### src/rtl/hah_audio_pkg.sv
// Shared audio types and channel indices for the FX chain.
// Latency: n/a (types and constants only).
// Backpressure: n/a.
package hah_audio_pkg;

  localparam int DATA_W = 16;

  // Stereo pair, index 0 = left, index 1 = right.
  typedef logic [1:0][DATA_W-1:0] stereo_sample_t;

  localparam int CH_L = 0;
  localparam int CH_R = 1;

endpackage

### src/rtl/i2s_clkgen.sv
// I2S frame timing: BCLK divider, fall-event tick, bit index and LRCLK.
// Latency: first BCLK fall 2*CLK_DIV clk after reset release.
// Backpressure: none; free-running once out of reset.
module i2s_clkgen #(
  parameter int SLOT_W  = 32,
  parameter int CLK_DIV = 4,
  localparam int B_W    = $clog2(2 * SLOT_W),
  localparam int DIV_W  = (CLK_DIV > 1) ? $clog2(CLK_DIV) : 1
) (
  input  logic           clk,
  input  logic           reset_n,
  output logic           i2s_bclk,
  output logic           i2s_lrclk,
  output logic           fall,
  output logic [B_W-1:0] bit_nxt
);

  localparam logic [DIV_W-1:0] DIV_LAST = DIV_W'(CLK_DIV - 1);
  localparam logic [B_W-1:0]   B_LAST   = B_W'(2 * SLOT_W - 1);

  logic [DIV_W-1:0] div_cnt;
  logic [B_W-1:0]   bit_idx;

  // A fall event is the clk on which BCLK is about to go 1 -> 0.
  assign fall    = i2s_bclk && (div_cnt == DIV_LAST);
  assign bit_nxt = (bit_idx == B_LAST) ? '0 : bit_idx + B_W'(1);

  // Divider, bit index and LRCLK; index starts at the last bit so the first fall wraps to 0.
  always_ff @(posedge clk) begin
    if (!reset_n) begin
      div_cnt   <= '0;
      i2s_bclk  <= 1'b0;
      bit_idx   <= B_LAST;
      i2s_lrclk <= 1'b0;
    end else begin
      if (div_cnt == DIV_LAST) begin
        div_cnt  <= '0;
        i2s_bclk <= ~i2s_bclk;
      end else begin
        div_cnt <= div_cnt + DIV_W'(1);
      end
      if (fall) begin
        bit_idx   <= bit_nxt;
        i2s_lrclk <= (bit_nxt >= B_W'(SLOT_W));
      end
    end
  end

endmodule

### src/rtl/i2s_tx.sv
// Philips I2S transmitter: holds the latest stereo sample and serialises it MSB-first, one BCLK after each LRCLK edge.
// Latency: audio_in to left MSB on i2s_dout at most one frame plus one BCLK.
// Backpressure: none; a second sample before the next frame load overwrites the first and flags overrun.
module i2s_tx
  import hah_audio_pkg::*;
#(
  parameter int DATA_W  = 16,
  parameter int SLOT_W  = 32,
  parameter int CLK_DIV = 4
) (
  input  logic                   clk,
  input  logic                   reset_n,
  input  logic                   sample_en,
  input  logic [1:0][DATA_W-1:0] audio_in,
  output logic                   i2s_bclk,
  output logic                   i2s_lrclk,
  output logic                   i2s_dout,
  output logic                   frame_start,
  output logic                   underrun,
  output logic                   overrun
);

  localparam int B_W = $clog2(2 * SLOT_W);

  logic                   fall;
  logic [B_W-1:0]         bit_nxt;
  logic                   load;
  logic                   fresh;
  logic [1:0][DATA_W-1:0] holding;
  logic [1:0][DATA_W-1:0] shift;
  logic                   right_nxt;
  logic [B_W-1:0]         pos;
  logic [DATA_W-1:0]      slot_word;
  logic                   dout_nxt;

  i2s_clkgen #(
    .SLOT_W  (SLOT_W),
    .CLK_DIV (CLK_DIV)
  ) u_clkgen (
    .clk       (clk),
    .reset_n   (reset_n),
    .i2s_bclk  (i2s_bclk),
    .i2s_lrclk (i2s_lrclk),
    .fall      (fall),
    .bit_nxt   (bit_nxt)
  );

  assign load = fall && (bit_nxt == '0);

  // Pick the bit for the upcoming slot position: pad bit at 0, sample MSB-first, then zeros.
  always_comb begin
    dout_nxt  = 1'b0;
    right_nxt = (bit_nxt >= B_W'(SLOT_W));
    pos       = right_nxt ? (bit_nxt - B_W'(SLOT_W)) : bit_nxt;
    slot_word = right_nxt ? shift[CH_R] : shift[CH_L];
    for (int k = 1; k <= DATA_W; k++) begin
      if (pos == B_W'(k)) dout_nxt = slot_word[DATA_W-k];
    end
  end

  // Holding/shift registers, fresh tracking and single-cycle status pulses.
  always_ff @(posedge clk) begin
    if (!reset_n) begin
      holding     <= '0;
      shift       <= '0;
      fresh       <= 1'b0;
      i2s_dout    <= 1'b0;
      frame_start <= 1'b0;
      underrun    <= 1'b0;
      overrun     <= 1'b0;
    end else begin
      frame_start <= 1'b0;
      underrun    <= 1'b0;
      overrun     <= 1'b0;
      if (fall) i2s_dout <= dout_nxt;
      if (load) begin
        frame_start <= 1'b1;
        fresh       <= 1'b0;
        if (sample_en) begin
          // Sample arriving on the load clk goes straight into this frame.
          shift   <= audio_in;
          holding <= audio_in;
        end else begin
          shift    <= holding;
          underrun <= ~fresh;
        end
      end else if (sample_en) begin
        holding <= audio_in;
        fresh   <= 1'b1;
        overrun <= fresh;
      end
    end
  end

endmodule
### config.mk
export PLATFORM = sky130hd
export DESIGN_NAME = i2s_tx
export DESIGN_NICKNAME = d
export VERILOG_FILES = /design/src/rtl/hah_audio_pkg.sv /design/src/rtl/i2s_clkgen.sv /design/src/rtl/i2s_tx.sv
export SDC_FILE = /design/constraint.sdc
export NUM_CORES = 1
export LEC_CHECK = 0
export ABC_AREA = 0
export CORE_MARGIN = 4
export CORE_UTILIZATION = 40
export CTS_BUF_LIST = sky130_fd_sc_hd__clkbuf_4
export DETAILED_ROUTE_END_ITERATION = 6
export PLACE_DENSITY = 0.6
export SLEW_MARGIN = 20
export SYNTH_ARGS = -nofsm -noshare
export SYNTH_HDL_FRONTEND = slang
export SYNTH_SLANG_ARGS = --single-unit
### constraint.sdc
create_clock -name clk -period 2.7 [get_ports clk]
set_input_delay 0.405 -clock clk [delete_from_list [all_inputs] [get_ports clk]]
set_output_delay 0.405 -clock clk [all_outputs]
set_load 0.02 [all_outputs]
-- Word level (Yosys, flattened, before mapping)
Cells that the tools add are included.
- register bits after elaboration: 79
- word-level logic and storage cells: 68
- $lt $le $gt $ge: 1
- add/subtract/negate cells: 3
- mux-type cells: 21
- equality and inequality tests: 18
- reduce and logical (&&, ||, !) cells: 7
- bitwise logic cells: 5
- operator list (kind ; count):
    $eq 6x4->1 const B ; 8
    $mux 32 ; 1
    $eq 6x3->1 const B ; 4
    $mux 1 ; 17
    $mux 16 ; 1
    $eq 6x2->1 const B ; 2
    $mux 6 ; 2
    $add 6x1->6 const B ; 1
    $eq 6x1->1 const B ; 1
    $eq 6x5->1 const B ; 1
    $eq 6x6->1 const B ; 1
    $ge 6x6->1 const B ; 1
    $logic_not 6->1 ; 1
    $reduce_or 3->1 ; 2
    $sub 6x6->6 const B ; 1
    $not 1->1 ; 5
    $reduce_or 2->1 ; 2
    $add 2x1->2 const B ; 1
    $eq 2x2->1 const B ; 1
    $logic_and 1x1->1 ; 2

-- Depth between registers and ports, before layout
- depth in word-level cells: 21
- gate-level depth with buffers: 10
- mapped depth without buffers: 10

-- Cells and area by module
Synthesis repeated with hierarchy kept, for this count alone.
- cells, all modules: 328
- area total of the unflattened synthesis: 3359.5 sq um
- by module, submodules not included (module ; sequential area each (sq um) ; times used ; cells each ; area an instance (sq um)):
    i2s_tx ; 1381.3 ; 1 ; 274 ; 2890.3
    i2s_clkgen ; 200.2 ; 1 ; 54 ; 469.2

-- Worst setup path before layout
No wires, ideal clock.
- path type: register -> register
- from: register u_clkgen.bit_idx[0]
- to: register i2s_dout
- cell stages (with the launch flop): 11
- required time: 2579 ps
- setup slack: 311 ps
- buffers on the path: 1
- setup time: 121 ps
- arrival time: 2268 ps
- cell sequence: dfxtp_1 > ha_1 > clkbuf_1 > nand3_1 > xnor2_1 > o211ai_1 > a211oi_1 > or3_1 > a211o_1 > o22ai_1 > nor2_1
- longest elaborated chain between the ends: 21
- RTL lines (item ; line ; source):
    from (decl) ; i2s_clkgen.sv:22 ; logic [B_W-1:0] bit_idx;
    from (signal assigned) ; i2s_clkgen.sv:43 ; bit_idx <= bit_nxt;
    $add 6x1->6 / $eq 6x6->1 (equally long branches) ; i2s_clkgen.sv:26 ; assign bit_nxt = (bit_idx == B_LAST) ? '0 : bit_idx + B_W'(1);
    $mux 6 * ; i2s_clkgen.sv:26 ;
    $sub 6x6->6 / $ge 6x6->1 (equally long branches) ; i2s_tx.sv:54, i2s_tx.sv:53 ;
    $mux 6 ; i2s_tx.sv:54 ; pos = right_nxt ? (bit_nxt - B_W'(SLOT_W)) : bit_nxt;
    $eq 6x1->1 ; i2s_tx.sv:57 ; if (pos == B_W'(k)) dout_nxt = slot_word[DATA_W-k];
    $mux 1 (15 in a row) ; i2s_tx.sv:57 ;
    $mux 1 * ; i2s_tx.sv:57 ;
    to (signal assigned) ; i2s_tx.sv:75 ; if (fall) i2s_dout <= dout_nxt;
    to (decl) ; i2s_tx.sv:17 ; output logic i2s_dout,
Every way passes the cells marked *; elsewhere a longest branch is shown, timed or not.
A chain may end at the register's enable or synchronous reset.

-- Worst setup path in the final report
- from: register u_clkgen.bit_idx[1]
- to: register i2s_dout
The elaborated chain is that of the path after synthesis.

==> impl_metrics.ini <==
[placement]
gp_congestion = 0.981
dp_hpwl_um = 5450
postPlaceCellArea_mm2 = 0.00414
io_buffer_count = 40
dp_cells = 508
pre_cts_ws_ns = 0.198

[clock_tree]
cts_buffers = 9
cts_max_level = 3
clk_pin_slew_worst_paths_ns = 0.12
cts.sinks = 79
worstSkewPairLatency_ns = 0.42
post_cts_buffers = 0
clock_path_buffers = 2
root_buffer = clkbuf_4
cts_tree = yes

[critical_path]
rrSetupSlack_ns = 0.26
critPathLaunchType = register
worstSetupEndpointType = register
critPathRequiredTime_ns = 3.01
r2r_cells = 10
timing.critical_path.from = u_clkgen.bit_idx[1]
r2r_end = i2s_dout
cp_max_fo = 11
cp.arrival_ns = 2.75
reg2reg_from = u_clkgen.bit_idx[1]
worst-setup-path-type = reg2reg

[logic_synthesis]
ys_types = 55
syn-instance-count = 379
synth_xor_area_frac = 0.00720
ys_warn_count = 0
yosys.area_share.simple = 0.185
synth_fp_nets = 420
synthAdderAreaFrac = 0.0206
synth.yosys.seq_area_share = 0.434
synth_top_family_by_area = compound AO/OA/AOI/OAI gates
synth.cell_area_mm2 = 0.00365
syn_area_per_cell_um2 = 9.62
synthMuxAreaShare = 0.121
synth_compound_area_frac = 0.191
ys_ff_latch = 79

[route]
wl_per_cell_um = 14.8
dr.pass1.iters = 4
routed-via-count = 2757
drtIter0Drc = 135
viasPerCell = 5.26
post-route-drc-count = 0
ant_nets = 0
postRouteWirelength_um = 7730

[die]
die-height_um = 103
chipWidth_um = 103
rows = 34
dieArea_mm2 = 0.0107
io_pins = 41
core_mm2 = 0.00881
initial_core_util = 0.414

[power]
leakage_nw = 2.05
vdd_ir_drop_max_v = 0.000182
p_total_mw = 2.12
p_per_area_mw_per_mm2 = 495

[global_routing]
grt.total_usage = 0.153
grt_use_met2 = 0.227
grt_max_degree = 66
grt_pass1_wl_um = 12600
met1_usage = 0.211
antenna_found_initial = 0
overflow = 0
grt_pass1_vias = 2581
grt.busiest_layer = met2
use_met3 = 0.0329

[worst_hold_path]
hp-class = in2reg
min_to = u_clkgen.bit_idx[1]
hold_depth = 2
min-delay-start = reset_n

[finish]
nets = 452
n_fill_cell = 871
final_cells = 524
area_growth_pct = 17.3
fin_util = 0.486
drive_above_1_share = 0.0938
diodes = 0
design_area_mm2 = 0.00428

[sta]
fin_tns_setup_ns = 0
timing.final.crit_period_ns = 2.44
tightestPinTransition_ns = 0.543
setup_slack_ns = 0.265
holdWs_ns = 0.352
clock.fmax_ghz = 0.411
hold_violations = 0
relSlewSlack = 0.638
skew_ns = 0.0167
report.final.slew_viol_count = 0
setup_violations = 0
rsz0062_at_grt = no
fin_crit_sh = 0.902

[job]
drv_cap = 0

[outcome]
status = completed
## power by group
part | switching, mW | leakage [nW] | internal [mW]
logic | 0.0883 | 1.33 | 0.105
registers | 0.0140 | 0.643 | 1.20
clock network | 0.413 | 0.0742 | 0.290
total | 0.515 | 2.05 | 1.60
## timing repair
item                                    4_1_cts  5_1_grt
hold buffers                                  0        0
resized for setup                             0        2
endpoints found under the setup margin        0        1
## worst max-delay path, cell delays in order (launching register included)
cell and delay [ns]:
dfxtp_2 0.44, ha_1 0.20, buf_4 0.17, nand3_1 0.22, xnor2_1 0.19, o211ai_1 0.13
a211oi_1 0.08, or3_1 0.42, a211o_1 0.29, o22ai_1 0.12, nor2_1 0.06
## metal layers
metal / up-vias / wire length [um]
li1: 1415 / -
met1: 1270 / 3880
met2: 58 / 3300
met3: 14 / 418
met4: 0 / 142
met5: - / 0
## cell families after synthesis
| family | count (synthesis) |
|---|---|
| mux | 44 |
| simple gates | 127 |
| fa+ha+maj | 6 |
| flops | 79 |
| xor+xnor | 3 |
| buf+inv | 34 |
| compound gates | 86 |
## state kept, by name, summed over array words and instances (netlist names)
signal              cells
overrun                 1
holding                32
shift                  32
frame_start             1
i2s_dout                1
u_clkgen.i2s_lrclk      1
u_clkgen.div_cnt        2
fresh                   1
u_clkgen.bit_idx        6
u_clkgen.i2s_bclk       1
underrun                1
## Yosys cell counts, drive strengths merged
master | instances | share of area
nand3 | 8 | 0.012
nor4 | 1 | 0.0017
o211ai | 6 | 0.012
nor3 | 4 | 0.0055
or3 | 3 | 0.0065
a22oi | 3 | 0.0062
o211a | 32 | 0.088
and4 | 1 | 0.0024
a2111o | 1 | 0.0031
nor2 | 12 | 0.012
inv | 5 | 0.0051
a31oi | 2 | 0.0034
and3 | 3 | 0.0051
nand2b | 2 | 0.0034
a211o | 1 | 0.0024
xor2 | 2 | 0.0048
buf | 8 | 0.015
nand2 | 46 | 0.050
and4b | 1 | 0.0027
and3b | 3 | 0.0072
o22ai | 4 | 0.0069
nand3b | 2 | 0.0041
a221o | 1 | 0.0027
mux2i | 42 | 0.12
nor2b | 34 | 0.058
nor3b | 2 | 0.0041
o21a | 2 | 0.0041
a21oi | 7 | 0.0096
ha | 6 | 0.021
dfxtp | 79 | 0.43
clkbuf | 21 | 0.022
o32ai | 2 | 0.0048
and2 | 3 | 0.0051
o21ai | 14 | 0.020
a32oi | 1 | 0.0024
or2 | 2 | 0.0034
mux2 | 2 | 0.0062
a211oi | 3 | 0.0075
xnor2 | 1 | 0.0024
a21boi | 2 | 0.0041
a311o | 1 | 0.0027
o2111ai | 1 | 0.0024
o2111a | 1 | 0.0031
a22o | 1 | 0.0024
a221oi | 1 | 0.0024
## worst max path at each step
stage / cells after the start / endpoint / slack (ns)
final: 10 / i2s_dout / 0.26
after global routing: 10 / i2s_dout / 0.08
after floorplan: 10 / i2s_dout / 0.31
after global placement: 10 / i2s_dout / 0.23
after CTS: 10 / i2s_dout / 0.17
after detailed placement: 10 / i2s_dout / 0.20
## cells in the final DEF (no fill, tap or decap), types with 3 or more instances in the layout
cell / synthesis / layout
and3b_1: 3 / 3
nor2_1: 12 / 12
buf_4: 0 / 8
mux2i_1: 42 / 42
o211a_1: 32 / 32
clkbuf_4: 0 / 10
o211ai_1: 6 / 6
inv_1: 5 / 5
nand2_1: 44 / 44
nor2b_1: 34 / 34
o22ai_1: 4 / 4
a22oi_1: 3 / 3
a21oi_1: 7 / 7
and3_1: 3 / 3
ha_1: 6 / 6
o21ai_0: 12 / 12
nand3_1: 7 / 7
clkdlybuf4s50_1: 0 / 38
nor3_1: 4 / 4
dfxtp_1: 79 / 77
and2_1: 3 / 3
## cell type report
| class | count | area (um2) | area share |
|---|---|---|---|
| clock buffers | 10 | 75.1 | 0.0175 |
| repair buffers | 50 | 490 | 0.115 |
| multi-input cells | 266 | 1910 | 0.448 |
| well taps | 108 | 135 | 0.0316 |
| inverters | 5 | 18.8 | 0.00439 |
| clock inverters | 6 | 60.1 | 0.0140 |
| flip-flops and latches | 79 | 1580 | 0.370 |
Power figures use the tool's default switching activity.
